File: src/rtl/mem_arbiter_if.sv
// Bundle of the controlpath request/response signals and the memory bus seen by mem_arbiter.
//   master : the arbiter side (takes requests and memory responses, drives the results and the bus)
//   slave  : the environment side (controlpath plus memory model)
// Controlpath: instr_req/instr_addr, ld/st/data_addr/data_wdata in;
//              instruction/wait_instr/instr_segv, data_rdata/wait_data/data_segv out.
// Memory:      mem_req/mem_we/mem_addr/mem_wdata out; mem_rdata/mem_ack in.
interface mem_arbiter_if;
  logic        instr_req;
  logic [31:0] instr_addr;
  logic        ld;
  logic        st;
  logic [31:0] data_addr;
  logic [31:0] data_wdata;
  logic [31:0] mem_rdata;
  logic        mem_ack;
  logic [31:0] instruction;
  logic        wait_instr;
  logic        instr_segv;
  logic [31:0] data_rdata;
  logic        wait_data;
  logic        data_segv;
  logic        mem_req;
  logic        mem_we;
  logic [31:0] mem_addr;
  logic [31:0] mem_wdata;

  modport master (
    input  instr_req, instr_addr, ld, st, data_addr, data_wdata, mem_rdata, mem_ack,
    output instruction, wait_instr, instr_segv, data_rdata, wait_data, data_segv,
           mem_req, mem_we, mem_addr, mem_wdata
  );

  modport slave (
    output instr_req, instr_addr, ld, st, data_addr, data_wdata, mem_rdata, mem_ack,
    input  instruction, wait_instr, instr_segv, data_rdata, wait_data, data_segv,
           mem_req, mem_we, mem_addr, mem_wdata
  );
endinterface

File: src/rtl/mem_arbiter.sv
// Single-port memory arbiter between instruction fetch and data load/store.
// Data requests win over fetches. Accesses are checked for alignment, range and ROM writes
// at grant; a bad access skips the memory and reports a one-cycle segv in RESP. A memory
// access that is not acked within TIMEOUT busy cycles is also reported as a fault.
// Ports:
//   clk     : clock, rising edge
//   reset_n : asynchronous active-low reset
//   bus     : mem_arbiter_if.master (controlpath requests/results and memory bus)
module mem_arbiter #(
  parameter logic [31:0] ADDR_LIMIT = 32'h0001_0000,
  parameter logic [31:0] ROM_LIMIT  = 32'h0000_1000,
  parameter int unsigned TIMEOUT    = 15
) (
  input logic           clk,
  input logic           reset_n,
  mem_arbiter_if.master bus
);

  typedef enum logic [1:0] {StIdle, StBusy, StResp} state_e;
  typedef enum logic {OwnInstr, OwnData} owner_e;

  // Counter value in the last permitted busy cycle.
  localparam logic [3:0] CntLast = 4'(TIMEOUT - 1);

  state_e      state_q, state_d;
  owner_e      owner_q, owner_d;
  logic        fault_q, fault_d;
  logic [3:0]  cnt_q, cnt_d;
  logic        mem_we_q, mem_we_d;
  logic [31:0] mem_addr_q, mem_addr_d;
  logic [31:0] mem_wdata_q, mem_wdata_d;
  logic [31:0] instr_q, instr_d;
  logic [31:0] drd_q, drd_d;

  logic data_req;
  logic data_fault;
  logic instr_fault;

  assign data_req    = bus.ld | bus.st;
  assign data_fault  = (bus.data_addr[1:0] != 2'b00) || (bus.data_addr >= ADDR_LIMIT) ||
                       (bus.st && (bus.data_addr < ROM_LIMIT)) || (bus.ld && bus.st);
  assign instr_fault = (bus.instr_addr[1:0] != 2'b00) || (bus.instr_addr >= ADDR_LIMIT);

  always_comb begin
    state_d     = state_q;
    owner_d     = owner_q;
    fault_d     = fault_q;
    cnt_d       = cnt_q;
    mem_we_d    = mem_we_q;
    mem_addr_d  = mem_addr_q;
    mem_wdata_d = mem_wdata_q;
    instr_d     = instr_q;
    drd_d       = drd_q;

    unique case (state_q)
      StIdle: begin
        if (data_req) begin
          owner_d = OwnData;
          fault_d = data_fault;
          if (data_fault) begin
            state_d = StResp;
          end else begin
            state_d     = StBusy;
            mem_addr_d  = bus.data_addr;
            mem_we_d    = bus.st;
            mem_wdata_d = bus.st ? bus.data_wdata : 32'h0;
          end
        end else if (bus.instr_req) begin
          owner_d = OwnInstr;
          fault_d = instr_fault;
          if (instr_fault) begin
            state_d = StResp;
          end else begin
            state_d     = StBusy;
            mem_addr_d  = bus.instr_addr;
            mem_we_d    = 1'b0;
            mem_wdata_d = 32'h0;
          end
        end
      end
      StBusy: begin
        // Ack in the final permitted cycle still counts as success.
        if (bus.mem_ack) begin
          state_d = StResp;
          fault_d = 1'b0;
          cnt_d   = 4'd0;
          if (owner_q == OwnInstr) begin
            instr_d = bus.mem_rdata;
          end else if (!mem_we_q) begin
            drd_d = bus.mem_rdata;
          end
        end else if (cnt_q == CntLast) begin
          state_d = StResp;
          fault_d = 1'b1;
          cnt_d   = 4'd0;
        end else begin
          cnt_d = cnt_q + 4'd1;
        end
      end
      StResp: begin
        state_d = StIdle;
      end
      default: begin
        state_d = StIdle;
      end
    endcase
  end

  always_ff @(posedge clk or negedge reset_n) begin
    if (!reset_n) begin
      state_q     <= StIdle;
      owner_q     <= OwnInstr;
      fault_q     <= 1'b0;
      cnt_q       <= 4'd0;
      mem_we_q    <= 1'b0;
      mem_addr_q  <= 32'h0;
      mem_wdata_q <= 32'h0;
      instr_q     <= 32'h0;
      drd_q       <= 32'h0;
    end else begin
      state_q     <= state_d;
      owner_q     <= owner_d;
      fault_q     <= fault_d;
      cnt_q       <= cnt_d;
      mem_we_q    <= mem_we_d;
      mem_addr_q  <= mem_addr_d;
      mem_wdata_q <= mem_wdata_d;
      instr_q     <= instr_d;
      drd_q       <= drd_d;
    end
  end

  logic resp_instr;
  logic resp_data;

  assign resp_instr = (state_q == StResp) && (owner_q == OwnInstr);
  assign resp_data  = (state_q == StResp) && (owner_q == OwnData);

  assign bus.mem_req     = (state_q == StBusy);
  assign bus.mem_we      = mem_we_q;
  assign bus.mem_addr    = mem_addr_q;
  assign bus.mem_wdata   = mem_wdata_q;
  assign bus.instruction = instr_q;
  assign bus.data_rdata  = drd_q;
  assign bus.instr_segv  = resp_instr && fault_q;
  assign bus.data_segv   = resp_data && fault_q;
  assign bus.wait_instr  = bus.instr_req && !resp_instr;
  assign bus.wait_data   = data_req && !resp_data;

endmodule

File: src/flat_wrapper.sv
// flat-port wrapper written by rule: the top's interface ports become plain ports
module mem_arbiter_flat 
#(
  parameter logic [31:0] ADDR_LIMIT = 32'h0001_0000,
  parameter logic [31:0] ROM_LIMIT  = 32'h0000_1000,
  parameter int unsigned TIMEOUT    = 15
)
  (clk, reset_n, bus_instr_req, bus_instr_addr, bus_ld, bus_st, bus_data_addr, bus_data_wdata, bus_mem_rdata, bus_mem_ack, bus_instruction, bus_wait_instr, bus_instr_segv, bus_data_rdata, bus_wait_data, bus_data_segv, bus_mem_req, bus_mem_we, bus_mem_addr, bus_mem_wdata);
  mem_arbiter_if bus_i ();
  input logic clk;
  input logic reset_n;
  input wire logic [$bits(bus_i.instr_req)-1:0] bus_instr_req;
  input wire logic [$bits(bus_i.instr_addr)-1:0] bus_instr_addr;
  input wire logic [$bits(bus_i.ld)-1:0] bus_ld;
  input wire logic [$bits(bus_i.st)-1:0] bus_st;
  input wire logic [$bits(bus_i.data_addr)-1:0] bus_data_addr;
  input wire logic [$bits(bus_i.data_wdata)-1:0] bus_data_wdata;
  input wire logic [$bits(bus_i.mem_rdata)-1:0] bus_mem_rdata;
  input wire logic [$bits(bus_i.mem_ack)-1:0] bus_mem_ack;
  output wire logic [$bits(bus_i.instruction)-1:0] bus_instruction;
  output wire logic [$bits(bus_i.wait_instr)-1:0] bus_wait_instr;
  output wire logic [$bits(bus_i.instr_segv)-1:0] bus_instr_segv;
  output wire logic [$bits(bus_i.data_rdata)-1:0] bus_data_rdata;
  output wire logic [$bits(bus_i.wait_data)-1:0] bus_wait_data;
  output wire logic [$bits(bus_i.data_segv)-1:0] bus_data_segv;
  output wire logic [$bits(bus_i.mem_req)-1:0] bus_mem_req;
  output wire logic [$bits(bus_i.mem_we)-1:0] bus_mem_we;
  output wire logic [$bits(bus_i.mem_addr)-1:0] bus_mem_addr;
  output wire logic [$bits(bus_i.mem_wdata)-1:0] bus_mem_wdata;
  assign bus_i.instr_req = bus_instr_req;
  assign bus_i.instr_addr = bus_instr_addr;
  assign bus_i.ld = bus_ld;
  assign bus_i.st = bus_st;
  assign bus_i.data_addr = bus_data_addr;
  assign bus_i.data_wdata = bus_data_wdata;
  assign bus_i.mem_rdata = bus_mem_rdata;
  assign bus_i.mem_ack = bus_mem_ack;
  assign bus_instruction = bus_i.instruction;
  assign bus_wait_instr = bus_i.wait_instr;
  assign bus_instr_segv = bus_i.instr_segv;
  assign bus_data_rdata = bus_i.data_rdata;
  assign bus_wait_data = bus_i.wait_data;
  assign bus_data_segv = bus_i.data_segv;
  assign bus_mem_req = bus_i.mem_req;
  assign bus_mem_we = bus_i.mem_we;
  assign bus_mem_addr = bus_i.mem_addr;
  assign bus_mem_wdata = bus_i.mem_wdata;
  mem_arbiter #(.ADDR_LIMIT(ADDR_LIMIT), .ROM_LIMIT(ROM_LIMIT), .TIMEOUT(TIMEOUT)) u_core (.clk(clk), .reset_n(reset_n), .bus(bus_i));
endmodule
File: config.mk
export PLATFORM = sky130hd
export DESIGN_NAME = mem_arbiter_flat
export DESIGN_NICKNAME = d
export VERILOG_FILES = /design/src/rtl/mem_arbiter_if.sv /design/src/rtl/mem_arbiter.sv /design/src/flat_wrapper.sv
export SDC_FILE = /design/constraint.sdc
export NUM_CORES = 1
export LEC_CHECK = 0
export BUFFER_PORTS_ARGS = -buffer_cell sky130_fd_sc_hd__buf_2
export CAP_MARGIN = 20
export CORE_ASPECT_RATIO = 0.7
export CORE_MARGIN = 1.5
export CORE_UTILIZATION = 50
export CTS_CLUSTER_DIAMETER = 200
export DETAILED_ROUTE_END_ITERATION = 8
export HOLD_SLACK_MARGIN = 0.06
export PLACE_DENSITY = 0.85
export SLEW_MARGIN = 20
export SYNTH_ARGS = -nofsm -noshare
export SYNTH_HDL_FRONTEND = slang
export SYNTH_SLANG_ARGS = --single-unit
export TNS_END_PERCENT = 5
File: constraint.sdc
create_clock -name clk -period 4.2 [get_ports clk]
set_clock_uncertainty 0.2 [all_clocks]
set_input_delay 0.21 -clock clk [delete_from_list [all_inputs] [get_ports clk]]
set_output_delay 0.21 -clock clk [all_outputs]
set_load 0.005 [all_outputs]
## Word-level counts from Yosys, hierarchy flattened

Cells that the tools add are included.

- Shifts and indexed selects: 0
- Muxes and demuxes: 29
- Order comparisons: 3
- $mul: 0
- Div/mod/pow operators: 0
- $add $sub $neg: 1
- Eq/ne operators: 7
- Reductions and logical operators: 25
- Bitwise operators: 3

Operators by type and width:

| cell | number |
|---|---|
| 2-to-1 mux 32 bit | 9 |
| >= comparator 32 x 17 -> 1 bit (second input constant) | 2 |
| < comparator 32 x 13 -> 1 bit (second input constant) | 1 |
| 2-to-1 mux 2 bit | 6 |
| 2-to-1 mux 1 bit | 10 |
| logical AND 1 bit | 8 |
| 2-to-1 mux 4 bit | 2 |
| AND reduction 4 bit | 2 |
| nonzero test 2 bit | 4 |
| inequality test 3 x 2 -> 1 bit (second input constant) | 2 |
| AND reduction 3 bit | 2 |
| adder 4 x 1 -> 4 bit (second input constant) | 1 |
| == test 4 bit (second input constant) | 1 |
| logical OR 1 bit | 4 |
| one-hot mux 2 bit (2 select lines) | 1 |
| AND reduction 2 bit | 2 |
| == test 2 x 1 -> 1 bit (second input constant) | 1 |
| == test 2 bit (second input constant) | 1 |
| zero test 1 bit | 2 |
| zero test 2 bit | 1 |
| inequality test 2 x 1 -> 1 bit (second input constant) | 1 |
| inequality test 2 bit (second input constant) | 1 |
| NOT 1 bit | 2 |
| one-hot mux 1 bit (2 select lines) | 1 |
| bitwise OR 1 bit | 1 |

- Input bits: 134
- Register bits after elaboration: 137
- Memories: 0
- Memory bits (writable): 0
- Output and inout bits: 134
- Bits in read-only memories: 0
- Bits in latches: 0

## Longest topological paths before layout

Gate-level depths: netlist of run 1.

- Depth in word-level cells: 7
- Depth in mapped cells: 8

## Worst setup path before layout of run 1

No wires, ideal clock.

- Kind: input port to flip-flop
- Start point: in bus_data_addr[31]
- End point: reg u_core.mem_addr_q[2], in the netlist u_core.bus.mem_addr[2]
- Required time: 3,875 ps
- Data arrival time: 1,937 ps
- Setup time: 125 ps
- Stages: 6
- Path slack: 1,938 ps
- Cell sequence: or4_1 -> or4_4 -> nor3_4 -> o21bai_2 -> buf_6 -> mux2_4

- Longest elaborated chain between the ends: 6
- Elaborated cells between the ends (all ways): 8

RTL lines:

| what | RTL line | RTL |
|---|---|---|
| from (decl) | flat_wrapper.sv:16 | `input wire logic [$bits(bus_i.data_addr)-1:0] bus_data_addr;` |
| >= comparator 32 x 17 -> 1 bit or < comparator 32 x 13 -> 1 bit (tied branches) | mem_arbiter.sv:40, mem_arbiter.sv:41 |  |
| logical OR 1 bit or logical AND 1 bit (tied branches) | mem_arbiter.sv:40, mem_arbiter.sv:41 |  |
| logical OR 1 bit (*) | mem_arbiter.sv:40 | `assign data_fault = (bus.data_addr[1:0] != 2'b00) \|\| (bus.data_addr >= ADDR_LIMIT) \|\|` |
| logical OR 1 bit (*) | mem_arbiter.sv:41 | `(bus.st && (bus.data_addr < ROM_LIMIT)) \|\| (bus.ld && bus.st);` |
| inequality test 2 bit (no source line) (*) | - |  |
| AND reduction 4 bit (no source line) (*) | - |  |
| to (signal assigned) | mem_arbiter.sv:126 | `mem_addr_q <= mem_addr_d;` |
| to (decl) | mem_arbiter.sv:30 | `logic [31:0] mem_addr_q, mem_addr_d;` |

Mark *: on every way between the ends. The rest lies on a longest branch, timed or not.
A chain may end at the register's enable or synchronous reset.

## Worst setup path after layout of run 1

- Start point: in bus_instr_req
- End point: reg u_core.mem_wdata_q[15], in the netlist u_core.bus.mem_wdata[15]

- Longest elaborated chain between the ends: 2

RTL lines:

| what | RTL line | RTL |
|---|---|---|
| from (decl) | flat_wrapper.sv:12 | `input wire logic [$bits(bus_i.instr_req)-1:0] bus_instr_req;` |
| nonzero test 2 bit (no source line) | - |  |
| AND reduction 4 bit (no source line) | - |  |
| to (signal assigned) | mem_arbiter.sv:127 | `mem_wdata_q <= mem_wdata_d;` |
| to (decl) | mem_arbiter.sv:31 | `logic [31:0] mem_wdata_q, mem_wdata_d;` |

Every way passes these cells.

==> impl_metrics.yaml, run 1 <==
cts:
  cts_buffers: 17
  path_clk_slew_ns: 0.06
  ctsHoldBuffers: 95
  cts_root_buf: "clkbuf_16"
  cts_resized: 0
  cts_tree: "yes"
  clock_latency_ns: 0.40
  clkSinkCount: 137
  post-cts-setup-buffers: 0
  h-tree-depth: 4
  clockBufferDepth: 2
sta:
  fin_crit_sh: 0.644
  hold_viol_final: 0
  finalSetupViolCount: 0
  fin_crit_ns: 2.71
  tightest_slew_ns: 1.08
  max-slew-margin-rel: 0.277
  fmax_mhz: 370
  drv_slew: 0
  fin_tns_setup_ns: 0
  rsz0062_at_grt: "false"
hold_path:
  holdPathEnd: "u_core.state_q[1]"
  hold_class: "input port to flop"
  hold_depth: 5
  min_from: "bus_data_addr[24]"
critical_path:
  worstRegToRegCells: 5
  critPathMaxStageDelay_ns: 0.94
  slowest_stage: "or3_1"
  endpoint_kind: "flop"
  crit_path_start_kind: "input port"
  crit_fanout: 32
  reg2reg_from: "u_core.state_q[0]"
  crit_type: "input port to flop"
  crit_buf_inv: 2
  path_cells: "dlygate4sd3_1, buf_2, o31ai_1, or3_1, nand2_1, o22ai_1"
  cp.arrival_ns: 2.82
  crit_required_ns: 4.31
  r2r-end: "u_core.bus.mem_wdata[15]"
  ff2ff_setup_slack_ns: 1.81
  cpLargestDelayFamily: "simple AND/OR/NAND/NOR gates"
floorplan:
  die_w_um: 130
  dieArea_um2: 11900
  num_rows: 32
  core_area_um2: 11000
  ios: 268
  initial_core_util: 0.512
  die_height_um: 91.7
cells_and_area:
  antennaDiodeCount: 0
  layout_common_cells: "buf_2, dfrtp_1, dlygate4sd3_1, mux2_2, nand2_1"
  drive_gt1_frac: 0.497
  final-seq-area_um2: 3430
  multi_input_area_um2: 2060
  final_common_cell: "buf_2"
  final_nets: 932
  fillCellCount: 668
  syn_to_final_growth_pct: 53.6
  final_area_um2: 8630
global_routing:
  grt_max_degree: 109
  overflow: 0
  grt_pass1_wl_mm: 26.7
  grt_pass1_vias: 5245
  track_usage: 0.293
  antenna_found_initial: 0
synth:
  syn_inst: 434
  syn_area_um2: 5620
  avgSynthCellArea_um2: 13.0
  async_reset_ff_frac: 1.00
  synth_nets: 570
  synth_flop_cell: "dfrtp_1"
  ys_warn_count: 0
  ys_ff_latch: 137
  yosysUniqueCellTypes: 32
  synth-edff-count: 0
  synth-seq-area-share: 0.610
routing:
  wl_per_cell_um: 18.0
  vias: 4980
  antenna_left: 0
  first_pass_iters: 5
  drc: 0
  drt_iter0_drc: 277
  drt-total-wl_mm: 17.3
  via_per_inst: 5.18
outcome:
  outcome: "finished, final reports clean"
power_and_ir_drop:
  clkPwrFrac: 0.490
  vdd_ir_drop_max_uv: 284
  power_frac_comb: 0.079
  intPower_mw: 2.40
  power.leakage_nw: 4.76
  p_switching_mw: 0.689
  power_density_nw_per_um2: 358
  pwr-share-seq: 0.431
  netSwitchingFraction: 0.223
placed_design:
  place_area_um2: 7080
  gp_congestion: 0.767
  port_buffers: 267
  hpwl_mm: 10.0
flow_run:
  max_cap_viol_count: 0
[cells by family after synthesis]
group / synth area share
AO/OA/AOI/OAI: 0.0543
adder cells (fa/ha/maj): 0.00445
flip-flops: 0.610
AND/OR/NAND/NOR: 0.106
buffers and inverters: 0.0276
multiplexers: 0.198
[cell type report]
type	instances	area share
inverter	3	0.00130
timing repair buffer	368	0.271
clock buffer	19	0.0502
tap	153	0.0222
sequential	137	0.397
multi-input combinational	269	0.239
clock inverter	13	0.0196
[synth_stat cells (2+ instances only)]
library cell	n	share of area
buf_6	6	0.012
nand2_1	75	0.050
clkbuf_1	15	0.010
nor4_1	8	0.0089
o31ai_1	3	0.0040
o22ai_1	32	0.036
inv_1	3	0.0020
a21oi_1	2	0.0018
o21ai_0	6	0.0053
and2_1	19	0.021
mux2_4	15	0.040
nand3_1	4	0.0036
buf_2	4	0.0036
o21a_1	2	0.0027
dfrtp_1	137	0.61
ha_1	2	0.0045
mux2_2	78	0.16
nor2_1	9	0.0060
[power by group through the flow]
| stage | Clock [mW] | Sequential [mW] | Combinational (mW) |
|---|---|---|---|
| 2_1_floorplan | 0 | 1.35 | 0.0507 |
| 3_3_place_gp | 0 | 1.36 | 0.157 |
| 3_5_place_dp | 0 | 1.36 | 0.163 |
| 4_1_cts | 1.54 | 1.33 | 0.238 |
| 5_1_grt | 1.60 | 1.33 | 0.266 |
| 6_report | 1.52 | 1.33 | 0.245 |
[registers in the layout (all words and copies together), names as in the netlist]
name                    count
u_core.fault_q              1
u_core.bus.mem_we           1
u_core.state_q              2
u_core.cnt_q                4
u_core.bus.mem_addr        32
u_core.bus.data_rdata      32
u_core.bus.mem_wdata       32
u_core.bus.instruction     32
u_core.owner_q              1
[stage by stage]
| step | power, mW | hold slack (ns) | setup slack [ns] | util | instances |
|---|---|---|---|---|---|
| 2_1_floorplan | 1.41 | -0.286 | 1.94 | - | 434 |
| 3_3_place_gp | 1.51 | 0.188 | 1.23 | 0.645 | 835 |
| 3_5_place_dp | 1.52 | 0.218 | 1.17 | 0.645 | 835 |
| 4_1_cts | 3.11 | 0.128 | 1.59 | 0.787 | 962 |
| 5_1_grt | 3.20 | 0.145 | 1.32 | 0.787 | 962 |
| 6_report | 3.09 | 0.138 | 1.49 | 0.787 | 962 |
[worst max-delay path by stage]
stage,startpoint,endpoint,slack [ns],depth (start not counted)
2_1_floorplan,bus_data_addr[31],u_core.bus.mem_addr[2],1.94,6
3_3_place_gp,bus_st,u_core.bus.mem_addr[10],1.23,8
3_5_place_dp,bus_st,u_core.bus.mem_addr[15],1.17,8
4_1_cts,bus_instr_req,u_core.bus.mem_wdata[21],1.59,6
5_1_grt,bus_instr_req,u_core.bus.mem_wdata[31],1.32,6
6_report,bus_instr_req,u_core.bus.mem_wdata[15],1.49,6
[worst reg2reg max path: stages (launching register included)]
cell,delay (ns)
dfrtp_1,0.43
nor2_1,0.16
o31ai_1,0.18
or3_1,0.87
nand2_1,0.27
o22ai_1,0.12
[per-layer routing]
layer,GRT usage,vias to the layer above,routed length (um)
met3,0.0747,34,1240
met4,0.112,0,339
met5,0,-,0
met2,0.503,265,8850
li1,-,2237,-
met1,0.354,2444,6860
(Power assumes the default switching activity.)
==> inputs of run 2 (changes only) <==
ABC_AREA = 1   (was not set)
CORE_UTILIZATION = 47   (was 50)
PLACE_DENSITY = 0.8   (was 0.85)
clock period = 2.62 ns   (was 4.2 ns; I/O delays follow)
==> impl_metrics.yaml, run 2 <==
outcome:
  outcome: "finished, final reports clean"
floorplan:
  core_area_um2: 11900
  die_w_um: 136
  die_height_um: 96.3
  dieArea_um2: 13100
  initial_core_util: 0.491
  num_rows: 33
  ios: 268
routing:
  via_per_inst: 4.93
  vias: 6020
  drt-total-wl_mm: 18.0
  drc: 0
  antenna_left: 0
  drt_iter0_drc: 398
  first_pass_iters: 6
  wl_per_cell_um: 14.7
synth:
  synth-edff-count: 0
  synth_top_area_frac: 0.587
  synth_top_area_cell: "dfrtp_1"
  ys_ff_latch: 137
  ys_warn_count: 0
  synth_nets: 831
  synth_common_cells: "nand2_1, dfrtp_1, inv_1"
  yosysMostFrequentCell: "nand2_1"
  yosysUniqueCellTypes: 24
  synthTopCellsByArea: "dfrtp_1, nand2_1, o21ai_0, inv_1, nand3_1"
  synth-seq-area-share: 0.587
  syn_area_um2: 5840
  syn_inst: 695
  async_reset_ff_frac: 1.00
  avgSynthCellArea_um2: 8.41
  synth_flop_cell: "dfrtp_1"
placed_design:
  place_area_um2: 7350
  placedCellCount: 1094
  hpwl_mm: 11.0
  gp_congestion: 0.876
  port_buffers: 267
global_routing:
  antenna_found_initial: 1
  grt_max_degree: 71
  grt_pass1_wl_mm: 28.6
  overflow: 0
  grt_pass1_vias: 5819
  track_usage: 0.282
critical_path:
  slowest_stage: "dlygate4sd3_1"
  critPathMaxStageDelay_ns: 0.53
  endpoint_kind: "flop"
  ff2ff_setup_slack_ns: 0.49
  crit_path_start_kind: "input port"
  cpMostUsedCell: "nand2_1"
  worstRegToRegCells: 6
  reg2reg_from: "u_core.state_q[1]"
  crit_required_ns: 2.72
  cpLargestDelayFamily: "buffers and inverters"
  crit_type: "input port to flop"
  path_cells: "dlygate4sd3_1, buf_2, buf_4, nor2_4, nand2_1, nor2_1, nand3_1, o21ai_4, nand2_1, buf_12, nand2_1, nand2_1"
  r2r-end: "u_core.bus.instruction[4]"
  crit_fanout: 38
  crit_buf_inv: 4
  cp.arrival_ns: 2.47
flow_run:
  max_cap_viol_count: 0
sta:
  fmax_mhz: 421
  finalSetupViolCount: 0
  fin_crit_ns: 2.37
  drv_slew: 0
  fin_tns_setup_ns: 0
  hold_viol_final: 0
  tightest_slew_ns: 0.653
  max-slew-margin-rel: 0.565
  fin_crit_sh: 0.906
  rsz0062_at_grt: "false"
power_and_ir_drop:
  power.leakage_nw: 5.37
  vdd_ir_drop_max_uv: 459
  power_density_nw_per_um2: 565
cts:
  clockBufferDepth: 2
  post-cts-setup-buffers: 0
  cts_resized: 0
  path_clk_slew_ns: 0.06
  clkSinkCount: 137
  cts_buffers: 17
  h-tree-depth: 4
  cts_root_buf: "clkbuf_16"
  clock_latency_ns: 0.40
  cts_tree: "yes"
cells_and_area:
  finalNonFillerCells: 1222
  syn_to_final_growth_pct: 52.5
  layout_common_cells: "buf_2, nand2_1, dfrtp_1, dlygate4sd3_1, inv_1"
  final_common_cell: "buf_2"
  final_nets: 1188
  final_area_um2: 8910
  drive_gt1_frac: 0.299
hold_path:
  hold_class: "input port to async pin"
==> run 2: cell types whose count changed after synthesis, moves of 4 or more <==
cell,delta
nand2_1,+187
mux2_2,-78
inv_1,+73
o21ai_0,+62
nand3_1,+51
o22ai_1,-32
nor2_1,+19
and2_1,-18
a21boi_0,+15
mux2_4,-15
clkbuf_1,+10
nor4_1,-8
buf_4,+5
buf_6,-4
==> run 2: what timing repair did <==
item | 4_1_cts | 5_1_grt
hold buffers | 96 | 0
endpoints found under the hold margin | 233 | 0
setup endpoints to repair | 0 | 0
==> run 2: worst max-delay path by stage <==
stage	start	slack, ns	cells past startpoint	end
5_1_grt	bus_st	0.08	12	u_core.bus.mem_wdata[12]
3_5_place_dp	bus_st	0.42	11	u_core.bus.mem_addr[15]
2_1_floorplan	bus_st	1.02	12	u_core.bus.mem_wdata[18]
6_report	bus_st	0.25	12	u_core.bus.mem_wdata[1]
3_3_place_gp	bus_ld	0.51	11	u_core.bus.mem_wdata[0]
4_1_cts	bus_st	0.28	12	u_core.bus.mem_wdata[12]
==> run 2: report_power, final <==
group | internal, mW | switching, mW
logic | 0.235 | 0.254
registers | 2.13 | 0.00821
clock network | 1.50 | 0.911
total | 3.87 | 1.17
==> run 2: area by class of cell <==
type | instances | area [um^2]
well taps | 157 | 196
clock inverters | 13 | 170
clock buffers | 18 | 429
multi-input cells | 443 | 1960
flip-flops and latches | 137 | 3430
diodes | 1 | 2.50
repair buffers | 375 | 2430
fillers | 849 | 2980
inverters | 78 | 293
==> run 2: cells by family (layout without fill, tap and decap cells) <==
group | after synthesis | count (layout) | synth area share
xor gates and xnor gates | 2 | 2 | 0.00300
and+or+nand+nor | 349 | 349 | 0.239
DFF | 137 | 137 | 0.587
other | 0 | 1 | 0
adders and majority gates | 2 | 2 | 0.00428
AOI/OAI and AO/OA | 90 | 90 | 0.0867
buffers and inverters | 115 | 484 | 0.0807
==> run 2: metal layers <==
| layer | vias up | GRT usage | wire length (um) |
|---|---|---|---|
| met3 | 58 | 0.0716 | 1240 |
| met5 | - | 0 | 0 |
| met1 | 2814 | 0.354 | 7410 |
| met4 | 0 | 0.122 | 532 |
| li1 | 2861 | - | - |
| met2 | 287 | 0.468 | 8790 |
==> run 2: metrics by stage <==
step | utilization | worst slack (ns) | total power, mW | hold slack, ns
global route | 0.750 | 0.0835 | 5.24 | 0.156
CTS | 0.749 | 0.282 | 5.07 | 0.110
detailed placement | 0.618 | 0.423 | 2.52 | -0.0194
finish | 0.750 | 0.246 | 5.04 | 0.0978
global placement | 0.618 | 0.506 | 2.52 | -0.0222
floorplan | - | 1.02 | 2.32 | -0.365
==> inputs of run 3 (changes only) <==
CORE_UTILIZATION = 51   (was 47)
PLACE_DENSITY = 0.93   (was 0.8)
clock period = 2.95 ns   (was 2.62 ns; I/O delays follow)
==> impl_metrics.yaml, run 3 (synthesis results as in run 2) <==
cts:
  cts_buffers: 17
  ctsHoldBuffers: 109
  cts_resized: 0
  clkSinkCount: 137
  h-tree-depth: 4
  cts_tree: "yes"
  post-cts-setup-buffers: 0
  clockBufferDepth: 2
  clock_latency_ns: 0.40
  path_clk_slew_ns: 0.06
  cts_root_buf: "clkbuf_16"
cells_and_area:
  syn_to_final_growth_pct: 54.9
  drive_gt1_frac: 0.293
  final_nets: 1197
  fillCellCount: 615
  final_area_um2: 9050
  final-seq-area_um2: 3430
  post-route-util: 0.816
  final_common_cell: "buf_2"
  multi_input_area_um2: 1960
  layout_common_cells: "buf_2, nand2_1, dfrtp_1, dlygate4sd3_1, inv_1"
power_and_ir_drop:
  p_total_mw: 4.61
  power_density_nw_per_um2: 510
  power.leakage_nw: 5.40
  vdd_ir_drop_max_uv: 427
critical_path:
  cp.arrival_ns: 2.91
  crit_end: "u_core.bus.mem_addr[15]"
  reg2reg_from: "u_core.state_q[1]"
  timing.critical_path.from: "bus_st"
  crit_path_start_kind: "input port"
  crit_fanout: 17
  worstRegToRegCells: 7
  r2r-end: "u_core.bus.instruction[24]"
  crit_type: "input port to flop"
  ff2ff_setup_slack_ns: 0.76
  crit_required_ns: 3.09
  endpoint_kind: "flop"
global_routing:
  grt_pass1_vias: 6527
  grt_use_met1: 0.400
  grt_pass1_wl_mm: 32.0
  antenna_found_initial: 2
  grt-busiest-layer: "met2"
  use_met2: 0.597
  grt_max_degree: 108
  overflow: 0
  grt_use_met3: 0.0867
  track_usage: 0.349
floorplan:
  die_w_um: 131
  core_area_um2: 11100
  initial_core_util: 0.527
  ios: 268
  num_rows: 32
  dieArea_um2: 12100
  die_height_um: 92.6
sta:
  fin_crit_sh: 0.940
  finalSetupViolCount: 0
  rsz0062_at_grt: "false"
  hold_viol_final: 0
  fin_crit_ns: 2.77
  fin_tns_setup_ns: 0
  hold_ws_ns: 0.109
  tightest_slew_ns: 0.680
  fmax_mhz: 361
  drv_slew: 0
  max-slew-margin-rel: 0.546
routing:
  drt-total-wl_mm: 20.6
  wl_per_cell_um: 16.7
  antenna_left: 0
  vias: 6397
  drc: 0
  drt_iter0_drc: 546
  first_pass_iters: 5
  via_per_inst: 5.20
hold_path:
  hold_class: "input port to flop"
  hold_depth: 5
outcome:
  outcome: "finished, final reports clean"
placed_design:
  gp_congestion: 0.839
  port_buffers: 267
  hpwl_mm: 10.2
  place_area_um2: 7320
flow_run:
  max_cap_viol_count: 0
run 3: changes by cell type in the layout (fill, tap and decap cells not counted):
cell,before,now
dlygate4sd3_1,96,108
bufinv_16,3,4
clkinv_4,2,1
buf_12,3,4
clkbuf_1,1,2
buf_4,9,5
diode_2,1,3
run 3: final cells by class:
type                       instances  area share
multi-input combinational        443       0.217
antenna                            3    0.000830
tap                              153      0.0212
inverter                          78      0.0324
clock buffer                      19      0.0478
clock inverter                    13      0.0212
timing repair buffer             384       0.281
sequential                       137       0.379
run 3: report_power, final:
part / total [mW] / switching (mW) / leakage (nW) / internal, mW
logic: 0.453 / 0.237 / 3.22 / 0.216
clock network: 2.26 / 0.837 / 0.295 / 1.43
registers: 1.90 / 0.00704 / 1.89 / 1.89
run 3: routing by layer:
layer	wire length, um	vias to the layer above	share of wire
li1	-	2886	-
met4	1040	0	0.051
met2	10400	435	0.50
met5	0	-	0
met1	7520	2981	0.37
met3	1630	95	0.079
run 3: worst min path at each step:
| stage | from | to | slack, ns |
|---|---|---|---|
| floorplan | reset_n | u_core.bus.data_rdata[0] | -0.35 |
| global placement | reset_n | u_core.bus.mem_addr[9] | -0.16 |
| detailed placement | reset_n | u_core.bus.mem_addr[10] | -0.16 |
| CTS | bus_instr_req | u_core.state_q[1] | 0.07 |
| global route | bus_instr_req | u_core.state_q[1] | 0.13 |
| finish | bus_instr_req | u_core.state_q[1] | 0.11 |
run 3: per-stage QoR:
| stage | setup slack (ns) | cells |
|---|---|---|
| floorplan | 1.33 | 695 |
| global placement | 0.731 | 1086 |
| finish | 0.176 | 1230 |
| detailed placement | 0.659 | 1086 |
| CTS | 0.367 | 1227 |
| global route | 0.0411 | 1230 |
run 3: worst max-delay path, stage by stage:
cell,delay (ns)
dlygate4sd3_1,0.53
buf_2,0.24
nor2_4,0.41
nand2_1,0.12
dlygate4sd3_1,0.58
nand2_1,0.10
dlygate4sd3_1,0.56
nand3_1,0.07
nand2_1,0.14
